### src/rtl/inst_encoder_if.sv
// Handshake/bus bundle for inst_encoder.
//   master: the record producer / output consumer (bench or boot sequencer)
//   slave : the encoder itself
// Record channel : in_valid/in_ready with fmt, opcode, rd, rs1, rs2, funct3, funct7, imm
// Address control: load_base, base_addr
// Output channel : out_valid/out_ready with out_inst, out_addr, out_err; err_cnt status
interface inst_encoder_if #(
  parameter int unsigned ADDR_W = 10,
  parameter int unsigned ERR_W  = 8
);
  logic              in_valid;
  logic              in_ready;
  logic [2:0]        fmt;
  logic [6:0]        opcode;
  logic [4:0]        rd;
  logic [4:0]        rs1;
  logic [4:0]        rs2;
  logic [2:0]        funct3;
  logic [6:0]        funct7;
  logic [31:0]       imm;
  logic              load_base;
  logic [ADDR_W-1:0] base_addr;
  logic              out_valid;
  logic              out_ready;
  logic [31:0]       out_inst;
  logic [ADDR_W-1:0] out_addr;
  logic              out_err;
  logic [ERR_W-1:0]  err_cnt;

  modport master (
    output in_valid, fmt, opcode, rd, rs1, rs2, funct3, funct7, imm,
    output load_base, base_addr, out_ready,
    input  in_ready, out_valid, out_inst, out_addr, out_err, err_cnt
  );

  modport slave (
    input  in_valid, fmt, opcode, rd, rs1, rs2, funct3, funct7, imm,
    input  load_base, base_addr, out_ready,
    output in_ready, out_valid, out_inst, out_addr, out_err, err_cnt
  );
endinterface

### src/rtl/inst_encoder.sv
// RV32I instruction encoder: packs R/I/S/B/U/J field records into 32-bit words,
// tags each word with a sequential byte address and flags unrepresentable
// immediates. One-deep registered output with valid/ready.
// Ports:
//   clk, rst_n : clock, asynchronous active-low reset
//   bus        : inst_encoder_if.slave (record in, encoded word out, err_cnt)
module inst_encoder #(
  parameter int unsigned ADDR_W = 10,
  parameter int unsigned ERR_W  = 8
) (
  input  logic           clk,
  input  logic           rst_n,
  inst_encoder_if.slave  bus
);

  localparam logic [31:0] NOP_INST = 32'h0000_0013;

  typedef enum logic [2:0] {
    FMT_R = 3'd0,
    FMT_I = 3'd1,
    FMT_S = 3'd2,
    FMT_B = 3'd3,
    FMT_U = 3'd4,
    FMT_J = 3'd5
  } fmt_e;

  logic              out_valid_q, out_valid_d;
  logic [31:0]       out_inst_q,  out_inst_d;
  logic [ADDR_W-1:0] out_addr_q,  out_addr_d;
  logic              out_err_q,   out_err_d;
  logic [ERR_W-1:0]  err_cnt_q,   err_cnt_d;
  logic [ADDR_W-1:0] addr_q,      addr_d;

  logic              in_ready_c;
  logic              accept_c;
  logic [31:0]       inst_c;
  logic              err_c;
  logic [ADDR_W-1:0] base_c;
  logic [ADDR_W-1:0] slot_addr_c;

  // Sign-extension checks: all bits above the field's sign bit must match it.
  logic fits12_c, fits13_c, fits21_c;
  assign fits12_c = (&bus.imm[31:11]) | ~(|bus.imm[31:11]);
  assign fits13_c = (&bus.imm[31:12]) | ~(|bus.imm[31:12]);
  assign fits21_c = (&bus.imm[31:20]) | ~(|bus.imm[31:20]);

  // Field scatter per format; illegal formats fall through to NOP + error.
  always_comb begin
    inst_c = NOP_INST;
    err_c  = 1'b1;
    case (fmt_e'(bus.fmt))
      FMT_R: begin
        inst_c = {bus.funct7, bus.rs2, bus.rs1, bus.funct3, bus.rd, bus.opcode};
        err_c  = 1'b0;
      end
      FMT_I: begin
        inst_c = {bus.imm[11:0], bus.rs1, bus.funct3, bus.rd, bus.opcode};
        err_c  = ~fits12_c;
      end
      FMT_S: begin
        inst_c = {bus.imm[11:5], bus.rs2, bus.rs1, bus.funct3, bus.imm[4:0], bus.opcode};
        err_c  = ~fits12_c;
      end
      FMT_B: begin
        inst_c = {bus.imm[12], bus.imm[10:5], bus.rs2, bus.rs1, bus.funct3,
                  bus.imm[4:1], bus.imm[11], bus.opcode};
        err_c  = ~fits13_c | bus.imm[0];
      end
      FMT_U: begin
        inst_c = {bus.imm[31:12], bus.rd, bus.opcode};
        err_c  = |bus.imm[11:0];
      end
      FMT_J: begin
        inst_c = {bus.imm[20], bus.imm[10:1], bus.imm[11], bus.imm[19:12], bus.rd, bus.opcode};
        err_c  = ~fits21_c | bus.imm[0];
      end
      default: begin
        inst_c = NOP_INST;
        err_c  = 1'b1;
      end
    endcase
  end

  assign in_ready_c  = ~out_valid_q | bus.out_ready;
  assign accept_c    = bus.in_valid & in_ready_c;
  assign base_c      = {bus.base_addr[ADDR_W-1:2], 2'b00};
  // A record accepted alongside load_base takes the new base directly.
  assign slot_addr_c = bus.load_base ? base_c : addr_q;

  // Next-state for output register, address counter and saturating error count.
  always_comb begin
    out_valid_d = out_valid_q;
    out_inst_d  = out_inst_q;
    out_addr_d  = out_addr_q;
    out_err_d   = out_err_q;
    err_cnt_d   = err_cnt_q;
    addr_d      = addr_q;
    if (accept_c) begin
      out_valid_d = 1'b1;
      out_inst_d  = inst_c;
      out_addr_d  = slot_addr_c;
      out_err_d   = err_c;
      addr_d      = slot_addr_c + ADDR_W'(4);
      if (err_c && (err_cnt_q != {ERR_W{1'b1}})) begin
        err_cnt_d = err_cnt_q + ERR_W'(1);
      end
    end else begin
      if (bus.out_ready) begin
        out_valid_d = 1'b0;
      end
      if (bus.load_base) begin
        addr_d = base_c;
      end
    end
  end

  // State registers.
  always_ff @(posedge clk or negedge rst_n) begin
    if (!rst_n) begin
      out_valid_q <= 1'b0;
      out_inst_q  <= 32'h0;
      out_addr_q  <= '0;
      out_err_q   <= 1'b0;
      err_cnt_q   <= '0;
      addr_q      <= '0;
    end else begin
      out_valid_q <= out_valid_d;
      out_inst_q  <= out_inst_d;
      out_addr_q  <= out_addr_d;
      out_err_q   <= out_err_d;
      err_cnt_q   <= err_cnt_d;
      addr_q      <= addr_d;
    end
  end

  assign bus.in_ready  = in_ready_c;
  assign bus.out_valid = out_valid_q;
  assign bus.out_inst  = out_inst_q;
  assign bus.out_addr  = out_addr_q;
  assign bus.out_err   = out_err_q;
  assign bus.err_cnt   = err_cnt_q;

endmodule

### src/flat_wrapper.sv
// flat-port wrapper written by rule: the top's interface ports become plain ports
module inst_encoder_flat 
#(
  parameter int unsigned ADDR_W = 10,
  parameter int unsigned ERR_W  = 8
)
  (clk, rst_n, bus_in_valid, bus_fmt, bus_opcode, bus_rd, bus_rs1, bus_rs2, bus_funct3, bus_funct7, bus_imm, bus_load_base, bus_base_addr, bus_out_ready, bus_in_ready, bus_out_valid, bus_out_inst, bus_out_addr, bus_out_err, bus_err_cnt);
  inst_encoder_if #(.ADDR_W(ADDR_W), .ERR_W(ERR_W)) bus_i ();
  input  logic clk;
  input  logic rst_n;
  input wire logic [$bits(bus_i.in_valid)-1:0] bus_in_valid;
  input wire logic [$bits(bus_i.fmt)-1:0] bus_fmt;
  input wire logic [$bits(bus_i.opcode)-1:0] bus_opcode;
  input wire logic [$bits(bus_i.rd)-1:0] bus_rd;
  input wire logic [$bits(bus_i.rs1)-1:0] bus_rs1;
  input wire logic [$bits(bus_i.rs2)-1:0] bus_rs2;
  input wire logic [$bits(bus_i.funct3)-1:0] bus_funct3;
  input wire logic [$bits(bus_i.funct7)-1:0] bus_funct7;
  input wire logic [$bits(bus_i.imm)-1:0] bus_imm;
  input wire logic [$bits(bus_i.load_base)-1:0] bus_load_base;
  input wire logic [$bits(bus_i.base_addr)-1:0] bus_base_addr;
  input wire logic [$bits(bus_i.out_ready)-1:0] bus_out_ready;
  output wire logic [$bits(bus_i.in_ready)-1:0] bus_in_ready;
  output wire logic [$bits(bus_i.out_valid)-1:0] bus_out_valid;
  output wire logic [$bits(bus_i.out_inst)-1:0] bus_out_inst;
  output wire logic [$bits(bus_i.out_addr)-1:0] bus_out_addr;
  output wire logic [$bits(bus_i.out_err)-1:0] bus_out_err;
  output wire logic [$bits(bus_i.err_cnt)-1:0] bus_err_cnt;
  assign bus_i.in_valid = bus_in_valid;
  assign bus_i.fmt = bus_fmt;
  assign bus_i.opcode = bus_opcode;
  assign bus_i.rd = bus_rd;
  assign bus_i.rs1 = bus_rs1;
  assign bus_i.rs2 = bus_rs2;
  assign bus_i.funct3 = bus_funct3;
  assign bus_i.funct7 = bus_funct7;
  assign bus_i.imm = bus_imm;
  assign bus_i.load_base = bus_load_base;
  assign bus_i.base_addr = bus_base_addr;
  assign bus_i.out_ready = bus_out_ready;
  assign bus_in_ready = bus_i.in_ready;
  assign bus_out_valid = bus_i.out_valid;
  assign bus_out_inst = bus_i.out_inst;
  assign bus_out_addr = bus_i.out_addr;
  assign bus_out_err = bus_i.out_err;
  assign bus_err_cnt = bus_i.err_cnt;
  inst_encoder #(.ADDR_W(ADDR_W), .ERR_W(ERR_W)) u_core (.clk(clk), .rst_n(rst_n), .bus(bus_i));
endmodule
### config.mk
export PLATFORM = sky130hd
export DESIGN_NAME = inst_encoder_flat
export DESIGN_NICKNAME = d
export VERILOG_FILES = /design/src/rtl/inst_encoder_if.sv /design/src/rtl/inst_encoder.sv /design/src/flat_wrapper.sv
export SDC_FILE = /design/constraint.sdc
export NUM_CORES = 1
export LEC_CHECK = 0
export ABC_AREA = 1
export ABC_CLOCK_PERIOD_IN_PS = 1650
export BUFFER_PORTS_ARGS = -buffer_cell sky130_fd_sc_hd__buf_2
export CELL_PAD_IN_SITES_DETAIL_PLACEMENT = 2
export CELL_PAD_IN_SITES_GLOBAL_PLACEMENT = 2
export CORE_ASPECT_RATIO = 1.4
export CORE_MARGIN = 3
export CORE_UTILIZATION = 26
export DETAILED_ROUTE_END_ITERATION = 10
export MAX_ROUTING_LAYER = met4
export PLACE_DENSITY_LB_ADDON = 0.1
export SLEW_MARGIN = 20
export SYNTH_ARGS = -nofsm -noshare
export SYNTH_HDL_FRONTEND = slang
export SYNTH_SLANG_ARGS = --single-unit
### constraint.sdc
create_clock -name clk -period 1.65 [get_ports clk]
set_clock_uncertainty 0.05 [all_clocks]
set_input_delay 0.33 -clock clk [delete_from_list [all_inputs] [get_ports clk]]
set_output_delay 0.33 -clock clk [all_outputs]
set_load 0.05 [all_outputs]
Yosys cells after proc, flatten, opt, wreduce, memory -nomap -nowiden

Cells that the tools add are included.

Memories kept: 0
Word-level logic and storage cells: 46
ROM bits: 0
Memory bits (writable): 0
Latch bits: 0
Register bits: 62

Divide/modulo/power cells: 0
Multiplexer cells: 6
Order comparisons: 0
Reductions and logical operators: 12
Multipliers: 0
Shift-type cells: 0
Bitwise gates (word level): 14
Equal/unequal tests: 6
$add $sub $neg: 2

Operators by type and width:

| operator                                                               | number |
|---|---|
| 32-bit one-hot mux with 6 select lines                                 | 1 |
| 12-bit OR reduction                                                    | 2 |
| 21-bit AND reduction                                                   | 1 |
| 21-bit OR reduction                                                    | 1 |
| 10-bit two-way mux                                                     | 2 |
| 20-bit AND reduction                                                   | 1 |
| 20-bit OR reduction                                                    | 1 |
| 12-bit AND reduction                                                   | 1 |
| 10-bit by 3-bit adder with 10-bit output (second input constant)       | 1 |
| 8-bit by 1-bit adder with 8-bit output (second input constant)         | 1 |
| 8-bit != test (second input constant)                                  | 1 |
| 1-bit inverter                                                         | 7 |
| 3-bit by 2-bit equality test with 1-bit output (second input constant) | 2 |
| 3-bit equality test (second input constant)                            | 2 |
| 1-bit bitwise OR                                                       | 6 |
| 1-bit one-hot mux with 5 select lines                                  | 1 |
| 3-bit by 1-bit equality test with 1-bit output (second input constant) | 1 |
| 3-bit zero test                                                        | 1 |
| 1-bit two-way mux                                                      | 2 |
| 2-bit AND reduction                                                    | 1 |
| 2-bit nonzero test                                                     | 1 |
| 2-bit OR reduction                                                     | 1 |
| 1-bit AND                                                              | 1 |
| 1-bit logical AND                                                      | 1 |

Logic depth before layout (Yosys ltp)

Gate-level depths: netlist of run 1.

Depth after elaboration: 8
Depth in mapped cells: 13

Least setup slack after synthesis of run 1

OpenSTA, ideal clock, no wires.

Path kind: register -> register
Start: reg u_core.out_valid_q, in the netlist u_core.bus.out_valid
End: reg u_core.addr_q[8]
Setup time: 0.123 ns
Stages on the path, launching flop included: 9
Setup slack: -0.405 ns
Data arrival time: 1.882 ns
Period minus slack after synthesis: 2.055 ns
Buffers on the path: 0
Path through: dfrtp_1 nand2_2 nand2_4 inv_4 nand2_1 or3_4 nor2_2 nand2_2 xnor2_2

Word-level cells in the longest chain between the ends: 4

Ends and longest elaborated chain:

| element                    | line                | source |
|---|---|---|
| from (decl)                | inst_encoder.sv:27  | `logic out_valid_q, out_valid_d;` |
| from (signal assigned)     | inst_encoder.sv:127 | `out_valid_q <= out_valid_d;` |
| 1-bit inverter             | inst_encoder.sv:84  | `assign in_ready_c = ~out_valid_q \| bus.out_ready;` |
| 1-bit bitwise OR           | inst_encoder.sv:84  |  |
| named net bus_in_ready     | flat_wrapper.sv:23  | `output wire logic [$bits(bus_i.in_ready)-1:0] bus_in_ready;` |
| 1-bit AND                  | inst_encoder.sv:85  | `assign accept_c = bus.in_valid & in_ready_c;` |
| 10-bit two-way mux         | inst_encoder.sv:98  | `if (accept_c) begin` |
| named net u_core.addr_d[8] | inst_encoder.sv:32  | `logic [ADDR_W-1:0] addr_q, addr_d;` |
| to (signal assigned)       | inst_encoder.sv:132 | `addr_q <= addr_d;` |
| to (decl)                  | inst_encoder.sv:32  |  |

The timed path passes the listed nets, and every way through them passes these cells.
A chain may end at the register's enable or synchronous reset.

Final worst setup path of run 1

Start: in bus_load_base
End: reg u_core.addr_q[8]

Word-level cells in the longest chain between the ends: 3

Ends and longest elaborated chain:

| element                                  | line                | source |
|---|---|---|
| from (decl)                              | flat_wrapper.sv:20  | `input wire logic [$bits(bus_i.load_base)-1:0] bus_load_base;` |
| 10-bit two-way mux                       | inst_encoder.sv:88  | `assign slot_addr_c = bus.load_base ? base_c : addr_q;` |
| named net u_core.slot_addr_c[2]          | inst_encoder.sv:39  | `logic [ADDR_W-1:0] slot_addr_c;` |
| 10-bit by 3-bit adder with 10-bit output | inst_encoder.sv:103 | `addr_d = slot_addr_c + ADDR_W'(4);` |
| 10-bit two-way mux                       | inst_encoder.sv:98  |  |
| named net u_core.addr_d[8]               | inst_encoder.sv:32  |  |

The timed path passes the listed nets, and every way through them passes these cells.

==> summary.md, run 1 <==
| Metric | Value |
|---|---|
| Avg Cell Area, Syn | 7.780 um^2 |
| Ant. Diodes | 0 |
| Crit path DAT | 1740 ps |
| Die area | 0.01416 mm^2 |
| Vias | 3570 |
| Syn_nets | 510 |
| R2R Path End | u_core.addr_q[8]$_DFF_PN0_ |
| Worst Path Required | 1810 ps |
| Die width | 101.4 um |
| Initial Utilization | 0.2679 |
| Cell Area, Synth | 0.003314 mm^2 |
| Post-Route WL | 12.50 mm |
| Average wire per standard cell | 16.65 um |
| Root Buffer | clkbuf_16 |
| Critical path launch point type | input pin |
| First-pass GRT wire length | 20.58 mm |
| Yosys cell types | 38 |
| Post-DP HPWL | 10.05 mm |
| Number of flops mapped to enable cells by yosys | 0 |
| GRT overflow | 0 |
| Count of final hold-check violations | 0 |
| Total global routing track utilization | 0.1907 |
| R2R cell count | 8 |
| Worst-margin pin slew | 400.4 ps |
| ANT nets after route | 0 |
| Pwr/cell area | 1214 mW/mm^2 |
| Post-synthesis sequential area ratio | 0.4681 |
| CP Max Fanout | 6 |
| Final setup violation count | 0 |
| CTS max path bufs | 2 |
| CTS tree | built |
| Die Y-Extent | 139.6 um |
| HP Class | input pin to register |
| Static Leak | 0.002517 uW |
| Crit path kind | input pin to register |
| # nets final | 680 |
| Main synth FF type | dfrtp_1 |
| Largest stage delay, worst path | 400 ps |
| Tcrit/Tclk final | 0.9561 |
| Power, Total | 5830 uW |
| Setup WS post-layout | 72.44 ps |
| Vias in the first global route | 4046 |
| Setup bufs post-CTS | 0 |
| Crit path launch | bus_load_base |
| CP endpoint | u_core.addr_q[8]$_DFF_PN0_ |
| Worst R2R Start | u_core.bus.out_valid$_DFFE_PN0P_ |
| Placer Congestion | 0.7732 |
| FFs w/ async S/R, synth | 1.000 |
| Clock tree sinks | 62 |
| Crit path max-delay cell type | or3_4 |
| Min Tclk post-route | 1578 ps |
| Most common cell after layout, fill and taps aside | nand2_1 |
| Top cell type's share of synthesized area | 0.4681 |
| Area after DPL | 0.004456 mm^2 |
| VDD IR max | 0.0004169 V |
| FMAX | 633.9 MHz |
| Drt via density | 4.754 |
| Max cap viols | 0 |
| CP Capture Type | register |
| Share of layout cells above drive strength 1 | 0.3594 |
| Buffers added on ports | 132 |
| Slew HR | 0.7331 |
| Synth top area cells | dfrtp_1 47%, nand2_1 16%, nor2_1 6.3%, o21ai_0 4.8%, mux2i_1 2.7% |
| Post-synthesis register bit count | 62 |
| Finished layout cell area | 0.004803 mm^2 |
| Clock transition at path regs | 60 ps |
| Hold path cells | 3 |
| Clk_lat worst skew | 320 ps |
| Starting DRT DRC Count | 54 |
| DR DRC count | 0 |
| Pin count of the biggest net entering global routing | 44 |
| RSZ-0062 raised after global routing | yes |
| Cells after Synth | 426 |
| H-tree depth | 3 |
| Synth warnings | 0 |
| Yosys top cell by area | dfrtp_1 |
| Worst slack, placed | -284.7 ps |
| Initial antenna violation count | 0 |
| Total core area | 0.01237 mm^2 |
| Status | complete, no violations |
| Max Slew Vio Count | 0 |
| Worst path cell trace | buf_2 -> inv_2 -> or2_0 -> o21ai_1 -> inv_1 -> ha_1 -> nand2_1 -> or3_4 -> nor2_4 -> nand2_2 -> xnor2_2 |
| Syn-to-layout area delta | 44.92% |
| FP Rows | 48 |
| R2R Setup Slk | 80 ps |
| Num CTS Buffers | 9 |
| DR pass1 iterations | 4 |
| Commonest cells after routing, fill and taps aside | 142 x nand2_1, 132 x buf_2, 58 x dfrtp_1 |
| Boundary pin count | 135 |
==> cells by family after synthesis <==
| logic type | after synthesis | synth area share |
|---|---|---|
| AND/OR/NAND/NOR | 243 | 0.3148 |
| flip-flops | 62 | 0.4681 |
| AO/OA/AOI/OAI | 58 | 0.09928 |
| buffers and inverters | 40 | 0.04908 |
| XOR/XNOR | 12 | 0.03398 |
| multiplexers | 9 | 0.02718 |
| adder cells (fa/ha/maj) | 2 | 0.007549 |
==> cell usage after synthesis, types with 2 or more instances <==
library cell / instances
nand2_4: 2
o21ai_0: 32
dfrtp_1: 62
xor2_1: 8
mux2i_1: 9
or2_2: 2
nand2_1: 143
a221oi_1: 4
o21ai_2: 2
inv_2: 5
nor2_1: 56
nor2_4: 2
inv_1: 22
a21oi_1: 12
a31oi_1: 2
nand3_1: 15
buf_2: 2
nand2_2: 5
nand4_1: 9
xnor2_1: 3
clkbuf_1: 9
ha_1: 2
o22ai_1: 3
==> area by class of cell <==
| type | count | area (um^2) |
|---|---|---|
| clock buffer | 10 | 229.0 |
| clock inverter | 6 | 86.33 |
| fill | 1474 | 7569 |
| sequential | 62 | 1556 |
| timing repair buffer | 171 | 980.9 |
| inverter | 28 | 112.6 |
| multi-input combinational | 324 | 1650 |
| tap | 150 | 187.7 |
==> routing by layer <==
layer	GRT usage	wire length, um
met1	0.2099	4749
met2	0.3500	7161
met3	0.02357	417
met4	0.05812	174
met5	-	0
==> through the flow <==
step,hold WS [ps],cells,TNS [ps],utilization
6_report,182.9,751,0,0.3882
2_1_floorplan,-15.59,426,-101.5,-
3_5_place_dp,302.0,734,-1965,0.3601
3_3_place_gp,295.5,734,-892.3,0.3601
5_1_grt,187.9,751,-27.07,0.3882
4_1_cts,171.0,751,0,0.3874
==> repair_timing <==
item                       4_1_cts  5_1_grt
setup endpoints to repair        9        2
hold buffers                     1        0
hold endpoints to repair        62        0
resized for setup                3        4
==> flip-flops by register name, indices dropped and copies added, names as in the netlist <==
name / flops
u_core.bus.out_valid: 1
u_core.addr_q: 10
u_core.bus.out_inst: 32
u_core.bus.err_cnt: 8
u_core.bus.out_err: 1
u_core.bus.out_addr: 10
==> power breakdown <==
| part | switching [uW] | internal (uW) | leakage (uW) |
|---|---|---|---|
| combinational | 1350 | 515 | 0.00160 |
| clock | 706 | 1320 | 0.000152 |
| sequential | 172 | 1770 | 0.000765 |
==> critical path, delay by kind of cell <==
kind | cells | cell delay (ps)
compound gates | 1 | 80
xor+xnor | 1 | 130
fa+ha+maj | 1 | 170
buf+inv | 3 | 290
simple gates | 5 | 740
==> worst min-delay path by stage <==
stage / start / end
final: bus_opcode[3] / u_core.bus.out_inst[3]$_DFFE_PN0P_
after global routing: bus_opcode[3] / u_core.bus.out_inst[3]$_DFFE_PN0P_
after CTS: bus_opcode[3] / u_core.bus.out_inst[3]$_DFFE_PN0P_
after detailed placement: rst_n / u_core.addr_q[8]$_DFF_PN0_
after global placement: rst_n / u_core.addr_q[5]$_DFF_PN0_
after floorplan: rst_n / u_core.addr_q[0]$_DFF_PN0_
No activity file was read; power rests on OpenSTA's default activity.
==> run 2: changes to the inputs <==
--- a/config.mk
+++ b/config.mk
@@ -6,7 +6,7 @@
 export NUM_CORES = 1
 export LEC_CHECK = 0
 export ABC_AREA = 1
-export ABC_CLOCK_PERIOD_IN_PS = 1650
+export ABC_CLOCK_PERIOD_IN_PS = 1750
 export BUFFER_PORTS_ARGS = -buffer_cell sky130_fd_sc_hd__buf_2
 export CELL_PAD_IN_SITES_DETAIL_PLACEMENT = 2
 export CELL_PAD_IN_SITES_GLOBAL_PLACEMENT = 2
==> constraint.sdc (replaced) <==
create_clock -name clk -period 1.75 [get_ports clk]
set_clock_uncertainty 0.05 [all_clocks]
set_input_delay 0.35 -clock clk [delete_from_list [all_inputs] [get_ports clk]]
set_output_delay 0.35 -clock clk [all_outputs]
set_load 0.05 [all_outputs]
==> summary.md, run 2 (synthesis gave the netlist of run 1 again) <==
| Metric | Value |
|---|---|
| Ant. Diodes | 0 (unchanged) |
| Fillers | 1484 (was 1474) |
| Finished layout cell area | 0.004666 mm^2 (was 0.004803 mm^2) |
| Most common cell after layout, fill and taps aside | nand2_1 (unchanged) |
| Initial antenna violation count | 0 (unchanged) |
| Syn-to-layout area delta | 40.77% (was 44.92%) |
| Total global routing track utilization | 0.1884 (was 0.1907) |
| GRT overflow | 0 (unchanged) |
| Average wire per standard cell | 16.85 um (was 16.65 um) |
| Clk_lat worst skew | 320 ps (about the same) |
| First-pass GRT wire length | 20.24 mm (was 20.58 mm) |
| Num CTS Buffers | 9 (unchanged) |
| Starting DRT DRC Count | 75 (was 54) |
| # nets final | 668 (was 680) |
| FP Rows | 48 (unchanged) |
| Die area | 0.01416 mm^2 (unchanged) |
| Post-Route WL | 12.45 mm (was 12.50 mm) |
| Die Y-Extent | 139.6 um (unchanged) |
| VDD IR max | 0.0004098 V (was 0.0004169 V) |
| CP Max Fanout | 8 (was 6) |
| Crit path DAT | 1770 ps (was 1740 ps) |
| ANT nets after route | 0 (unchanged) |
| Die width | 101.4 um (unchanged) |
| Area of the multi-input gates | 0.001610 mm^2 (was 0.001650 mm^2) |
| Commonest cells after routing, fill and taps aside | 141 x nand2_1, 132 x buf_2, 59 x dfrtp_1 (was 142 x nand2_1, 132 x buf_2, 58 x dfrtp_1) |
| Max cap viols | 0 (unchanged) |
| Setup WS post-layout | 141.7 ps (was 72.44 ps) |
| Static Leak | 0.002466 uW (was 0.002517 uW) |
| Min Tclk post-route | 1608 ps |
| Pin count of the biggest net entering global routing | 63 (was 44) |
| Status | complete, no violations (unchanged) |
| Share of layout cells above drive strength 1 | 0.3430 (was 0.3594) |
| Crit path kind | register to register (was input pin to register) |
| Pwr/cell area | 1178 mW/mm^2 (was 1214 mW/mm^2) |
| Clock transition at path regs | 60 ps (about the same) |
| Initial Utilization | 0.2679 (unchanged) |
| Max Slew Vio Count | 0 (unchanged) |
| Drt via density | 4.708 (was 4.754) |
| CTS max path bufs | 2 (unchanged) |
| Worst slack, placed | -263.3 ps (was -284.7 ps) |
| DR pass1 iterations | 4 (unchanged) |
| CP Capture Type | register (unchanged) |
| Placer Congestion | 0.7889 (was 0.7732) |
| FMAX | 621.8 MHz |
| CTS tree | built (unchanged) |
| Total core area | 0.01237 mm^2 (unchanged) |
| Final setup violation count | 0 (unchanged) |
| Vias in the first global route | 3982 (was 4046) |
| Boundary pin count | 135 (unchanged) |
| Clock tree sinks | 62 (unchanged) |
| DR DRC count | 0 (unchanged) |
| RSZ-0062 raised after global routing | no (was yes) |
| Worst Path Required | 1910 ps (was 1810 ps) |
| Vias | 3479 (was 3570) |
| Area after DPL | 0.004324 mm^2 (was 0.004456 mm^2) |
| Sequential cell area | 0.001555 mm^2 (was 0.001556 mm^2) |
| Slew HR | 0.7355 (was 0.7331) |
| Count of final hold-check violations | 0 (unchanged) |
| Max FFs per register | 32 (unchanged) |
| Root Buffer | clkbuf_16 (unchanged) |
| Tcrit/Tclk final | 0.9190 |
| HP Class | input pin to register (unchanged) |
| H-tree depth | 3 (unchanged) |
| Buffers added on ports | 132 (unchanged) |
| Critical path launch point type | register (was input pin) |
| Worst-margin pin slew | 396.8 ps (was 400.4 ps) |
| Post-DP HPWL | 9.934 mm (was 10.05 mm) |
==> run 2: power breakdown <==
part | internal [uW] | leakage [uW] | switching (uW)
sequential | 1660 | 0.000766 | 159
clock | 1320 | 0.000163 | 632
combinational | 459 | 0.00154 | 1260
total | 3440 | 0.00247 | 2050
==> run 2: critical path, stage by stage, from the launching register on <==
cell     delay (ps)
dfrtp_2         430
ha_1            230
nand3_1         140
nor2_1           80
nand3_1          70
buf_4           180
nand3_4         150
nand2_1         100
nand2_1          60
==> run 2: path summary, 6_finish.rpt <==
path / cells after the start / from / slack, ps / endpoint
worst max register to register: 8 / u_core.bus.err_cnt[0]$_DFFE_PN0P_ / 140 / u_core.bus.err_cnt[7]$_DFFE_PN0P_
max in group asynchronous: 3 / rst_n / 820 / u_core.bus.out_valid$_DFFE_PN0P_
worst min register to register: 2 / u_core.bus.out_inst[2]$_DFFE_PN0P_ / 420 / u_core.bus.out_inst[2]$_DFFE_PN0P_
min in group asynchronous: 3 / rst_n / 520 / u_core.addr_q[5]$_DFF_PN0_
worst min-delay path: 3 / bus_opcode[4] / 200 / u_core.bus.out_inst[4]$_DFFE_PN0P_
worst max-delay path: 8 / u_core.bus.err_cnt[0]$_DFFE_PN0P_ / 140 / u_core.bus.err_cnt[7]$_DFFE_PN0P_
==> run 2: area by class of cell <==
cell class | count | share of cell area
flip-flops and latches | 62 | 0.3333
inverters | 28 | 0.02306
clock buffers | 12 | 0.05497
well taps | 150 | 0.04023
multi-input cells | 324 | 0.3451
repair buffers | 159 | 0.1883
clock inverters | 4 | 0.01502
==> run 2: what timing repair did <==
item	4_1_cts	5_1_grt
hold endpoints to repair	2	0
setup endpoints to repair	0	2
gates resized for setup	0	3
buffers inserted	0	0
hold buffers	1	0
==> run 2: stage by stage <==
stage | total power (uW) | util | std cells | hold slack [ps] | TNS [ps]
after floorplan | 2976 | - | 426 | 4.409 | -85.94
after global placement | 3538 | 0.3495 | 722 | 348.2 | -190.0
after detailed placement | 3589 | 0.3495 | 722 | 349.9 | -690.8
after CTS | 5603 | 0.3767 | 739 | 191.8 | 0
after global routing | 5799 | 0.3771 | 739 | 193.1 | 0
final | 5496 | 0.3771 | 739 | 203.2 | 0
==> run 2: layer usage <==
metal  vias up  wire length (um)  track usage
met4         0               127      0.04832
met2        70              7179       0.3572
li1       1690                 -            -
met3         7               374      0.02307
met1      1712              4770       0.2010
met5         -                 0            -
==> run 3: changes to the inputs <==
--- a/config.mk
+++ b/config.mk
@@ -5,14 +5,13 @@
 export SDC_FILE = /design/constraint.sdc
 export NUM_CORES = 1
 export LEC_CHECK = 0
-export ABC_AREA = 1
 export ABC_CLOCK_PERIOD_IN_PS = 1750
 export BUFFER_PORTS_ARGS = -buffer_cell sky130_fd_sc_hd__buf_2
 export CELL_PAD_IN_SITES_DETAIL_PLACEMENT = 2
 export CELL_PAD_IN_SITES_GLOBAL_PLACEMENT = 2
-export CORE_ASPECT_RATIO = 1.4
+export CORE_ASPECT_RATIO = 0.5
 export CORE_MARGIN = 3
-export CORE_UTILIZATION = 26
+export CORE_UTILIZATION = 27
 export DETAILED_ROUTE_END_ITERATION = 10
 export MAX_ROUTING_LAYER = met4
 export PLACE_DENSITY_LB_ADDON = 0.1
==> summary.md, run 3 <==
| Metric | Value |
|---|---|
| R2R cell count | 7 (was 8) |
| CP top delay family | simple AND/OR/NAND/NOR gates (unchanged) |
| Placer Congestion | 0.8644 (was 0.7889) |
| DR DRC count | 0 (unchanged) |
| Max FFs per register | 32 (unchanged) |
| Die Y-Extent | 83.03 um (was 139.6 um) |
| Root Buffer | clkbuf_16 (unchanged) |
| Critical path launch point type | input pin (was register) |
| Count of final hold-check violations | 0 (unchanged) |
| Worst hold slack | 205.2 ps (was 203.2 ps) |
| Die width | 160.1 um (was 101.4 um) |
| Syn_nets | 427 (was 510) |
| Cells after Synth | 343 (was 426) |
| Initial antenna violation count | 2 (was 0) |
| Top cell type's share of synthesized area | 0.4842 (was 0.4681) |
| Average wire per standard cell | 19.09 um (was 16.85 um) |
| CTS tree | built (unchanged) |
| Worst R2R Start | u_core.bus.out_valid$_DFFE_PN0P_ (was u_core.bus.err_cnt[0]$_DFFE_PN0P_) |
| Total global routing track utilization | 0.2074 (was 0.1884) |
| CTS max path bufs | 2 (unchanged) |
| Crit path kind | input pin to register (was register to register) |
| Synth warnings | 0 (unchanged) |
| Power share of the sequential group | 0.323 (was 0.332) |
| FFs w/ async S/R, synth | 1.000 (unchanged) |
| Cell-internal power | 3512 uW (was 3443 uW) |
| Status | complete, no violations (unchanged) |
| Min Tclk post-route | 1733 ps (was 1608 ps) |
| Post-Route WL | 13.16 mm (was 12.45 mm) |
| Most frequent cell after synthesis | dfrtp_1 (was nand2_1) |
| Worst path cell trace | buf_2 -> nor4_2 -> and3_4 -> nand3_2 -> o211ai_2 -> o211ai_4 -> and2_4 -> mux2_4 (was ha_1 -> nand3_1 -> nor2_1 -> nand3_1 -> buf_4 -> nand3_4 -> nand2_1 -> nand2_1) |
| Switching portion of total power | 0.3843 (was 0.3736) |
| VDD IR max | 0.001174 V (was 0.0004098 V) |
| Post-DP HPWL | 9.892 mm (was 9.934 mm) |
| Setup WS post-layout | 16.52 ps (was 141.7 ps) |
| Tcrit/Tclk final | 0.9906 (was 0.9190) |
| H-tree depth | 3 (unchanged) |
| Clock power share | 0.338 (was 0.355) |
| Cell Area, Synth | 0.003204 mm^2 (was 0.003314 mm^2) |
| Crit path DAT | 1890 ps (was 1770 ps) |
| Synth top area cells | dfrtp_1 48%, nand2_1 6.4%, a221oi_1 4.9%, nor2_1 4.7%, o21ai_0 4.2% (was dfrtp_1 47%, nand2_1 16%, nor2_1 6.3%, o21ai_0 4.8%, mux2i_1 2.7%) |
| Final setup violation count | 0 (unchanged) |
| Total core area | 0.01128 mm^2 (was 0.01237 mm^2) |
| Boundary pin count | 135 (unchanged) |
| ANT nets after route | 0 (unchanged) |
| Commonest cells in the synthesized netlist | 62 x dfrtp_1, 55 x nand2_1, 40 x nor2_1 (was 143 x nand2_1, 62 x dfrtp_1, 56 x nor2_1) |
| Buffers added on ports | 132 (unchanged) |
| CP Max Fanout | 3 (was 8) |
| Clock tree sinks | 62 (unchanged) |
| Num CTS Buffers | 9 (unchanged) |
| Share of layout cells above drive strength 1 | 0.4470 (was 0.3430) |
| Yosys cell types | 42 (was 38) |
| Pin count of the biggest net entering global routing | 55 (was 63) |
| HP Class | input pin to register (unchanged) |
| Post-synthesis register bit count | 62 (unchanged) |
| Hold_sp | bus_opcode[5] (was bus_opcode[4]) |
| Vias in the first global route | 3841 (was 3982) |
| # nets final | 607 (was 668) |
| Max Slew Vio Count | 0 (unchanged) |
| Synth Area in XOR/XNOR | 0.03553 (was 0.03398) |
| First-pass GRT wire length | 21.21 mm (was 20.24 mm) |
| Worst slack, placed | -471.6 ps (was -263.3 ps) |
| R2R Setup Slk | 40 ps (was 140 ps) |
| Worst-margin pin slew | 556.5 ps (was 396.8 ps) |
| Post-Synth Simple-Gate Area | 0.2112 (was 0.3148) |
| Clk_lat worst skew | 330 ps (was 320 ps) |
| Pwr/cell area | 1163 mW/mm^2 (was 1178 mW/mm^2) |
| Commonest cells after routing, fill and taps aside | 130 x buf_2, 61 x dfrtp_1, 54 x nand2_1 (was 141 x nand2_1, 132 x buf_2, 59 x dfrtp_1) |
| FP Rows | 27 (was 48) |
| Main synth FF type | dfrtp_1 (unchanged) |
| Max cap viols | 0 (unchanged) |
| Clock transition at path regs | 50 ps (was 60 ps) |
| Syn-to-layout area delta | 53.10% (was 40.77%) |
| DR pass1 iterations | 4 (unchanged) |
| Drt via density | 4.888 (was 4.708) |
| Setup TNS | 0 ps (unchanged) |
| Most common cell after layout, fill and taps aside | buf_2 (was nand2_1) |
| CP Capture Type | register (unchanged) |
| Avg Cell Area, Syn | 9.342 um^2 (was 7.780 um^2) |
| FMAX | 576.9 MHz (was 621.8 MHz) |
| P_sw | 2192 uW (was 2053 uW) |
| Power, Total | 5704 uW (was 5496 uW) |
| GRT overflow | 0 (unchanged) |
| Starting DRT DRC Count | 142 (was 75) |
| Number of flops mapped to enable cells by yosys | 0 (unchanged) |
| Static Leak | 0.002381 uW (was 0.002466 uW) |
| Worst Path Required | 1910 ps (about the same) |
| Vias | 3368 (was 3479) |
| CP bufs+invs | 1 (unchanged) |
| Yosys top cell by area | dfrtp_1 (unchanged) |
| Combinational group share of total power | 0.339 (was 0.313) |
| Post-synthesis sequential area ratio | 0.4842 (was 0.4681) |
| Die area | 0.01329 mm^2 (was 0.01416 mm^2) |
| Compound-Gate Fraction of Synth Area | 0.1675 (was 0.09928) |
| Crit path max-delay cell type | nor4_2 (was dfrtp_2) |
| RSZ-0062 raised after global routing | yes (was no) |
| Hold path cells | 3 (unchanged) |
| R2R Path End | u_core.bus.err_cnt[1]$_DFFE_PN0P_ (was u_core.bus.err_cnt[7]$_DFFE_PN0P_) |
| Hold endpoint | u_core.bus.out_inst[5]$_DFFE_PN0P_ (was u_core.bus.out_inst[4]$_DFFE_PN0P_) |
| Mux cell area share after synthesis | 0.06130 (was 0.02718) |
| Slew HR | 0.6290 (was 0.7355) |
| Initial Utilization | 0.2840 (was 0.2679) |
| Largest stage delay, worst path | 300 ps (was 430 ps) |
| Adder-cell share of the synthesized area | 0.007809 (was 0.007550) |
| Combinational family with the most area after synthesis | simple AND/OR/NAND/NOR gates (unchanged) |
## run 3: stage by stage
stage                     instances  area, um^2  utilization
after floorplan                 343        3239            -
after global placement          669        4461       0.3953
after detailed placement        669        4461       0.3953
after CTS                       686        4823       0.4275
after global routing            689        4906       0.4348
final                           689        4906       0.4348
## run 3: worst max-delay path by stage
stage               depth (start not counted)                                end  slack (ps)                        startpoint
global placement                            8  u_core.bus.err_cnt[1]$_DFFE_PN0P_        -360                       bus_imm[28]
CTS                                         8  u_core.bus.err_cnt[1]$_DFFE_PN0P_         -10                       bus_imm[28]
global route                                8  u_core.bus.err_cnt[1]$_DFFE_PN0P_         -60                       bus_imm[27]
detailed placement                          8  u_core.bus.err_cnt[1]$_DFFE_PN0P_        -470                       bus_imm[28]
finish                                      8  u_core.bus.err_cnt[1]$_DFFE_PN0P_          20                       bus_imm[27]
floorplan                                   7  u_core.bus.err_cnt[1]$_DFFE_PN0P_        -320  u_core.bus.out_valid$_DFFE_PN0P_
## run 3: area by class of cell
cell class | instances | area [um^2]
Fill cell | 1267 | 6377
Multi-Input combinational cell | 256 | 1648
Sequential cell | 62 | 1553
Timing Repair Buffer | 190 | 1171
Clock buffer | 10 | 229.0
Tap cell | 159 | 198.9
Clock inverter | 6 | 86.33
Inverter | 4 | 15.01
Antenna cell | 2 | 5.005
## run 3: kinds of logic after synthesis
kind of cell,count (synthesis)
AOI/OAI and AO/OA,77
xor gates and xnor gates,13
adders and majority gates,2
buffers and inverters,25
DFF,62
muxes,18
and+or+nand+nor,146
## run 3: worst register-to-register path, cell delays in order (launching register included)
cell	delay (ps)
dfrtp_2	420
nand2b_4	90
nand2_2	100
nor3_2	210
o211ai_2	130
o211ai_4	120
and2_4	190
mux2_4	290
## run 3: what timing repair did
item / CTS / global route
hold buffers: 1 / 0
resized for setup: 7 / 16
hold endpoints to repair: 18 / 0
pin swaps: 4 / 11
buffers inserted: 0 / 1
endpoints found under the setup margin: 10 / 9
## run 3: layer usage
| metal | wire length, um | part of all wire | vias up | GRT usage |
|---|---|---|---|---|
| li1 | - | - | 1590 | - |
| met1 | 5895 | 0.45 | 1674 | 0.2488 |
| met2 | 6446 | 0.49 | 90 | 0.3531 |
| met3 | 697 | 0.053 | 14 | 0.06129 |
| met4 | 116 | 0.0088 | 0 | 0.03465 |
| met5 | 0 | 0 | - | - |
## run 3: power by group through the flow
stage / Combinational, uW / Sequential (uW) / Clock (uW)
finish: 1940 / 1840 / 1930
global route: 2070 / 1890 / 2050
CTS: 1930 / 1850 / 1970
detailed placement: 1910 / 1870 / 0
global placement: 1860 / 1850 / 0
floorplan: 491 / 2590 / 0
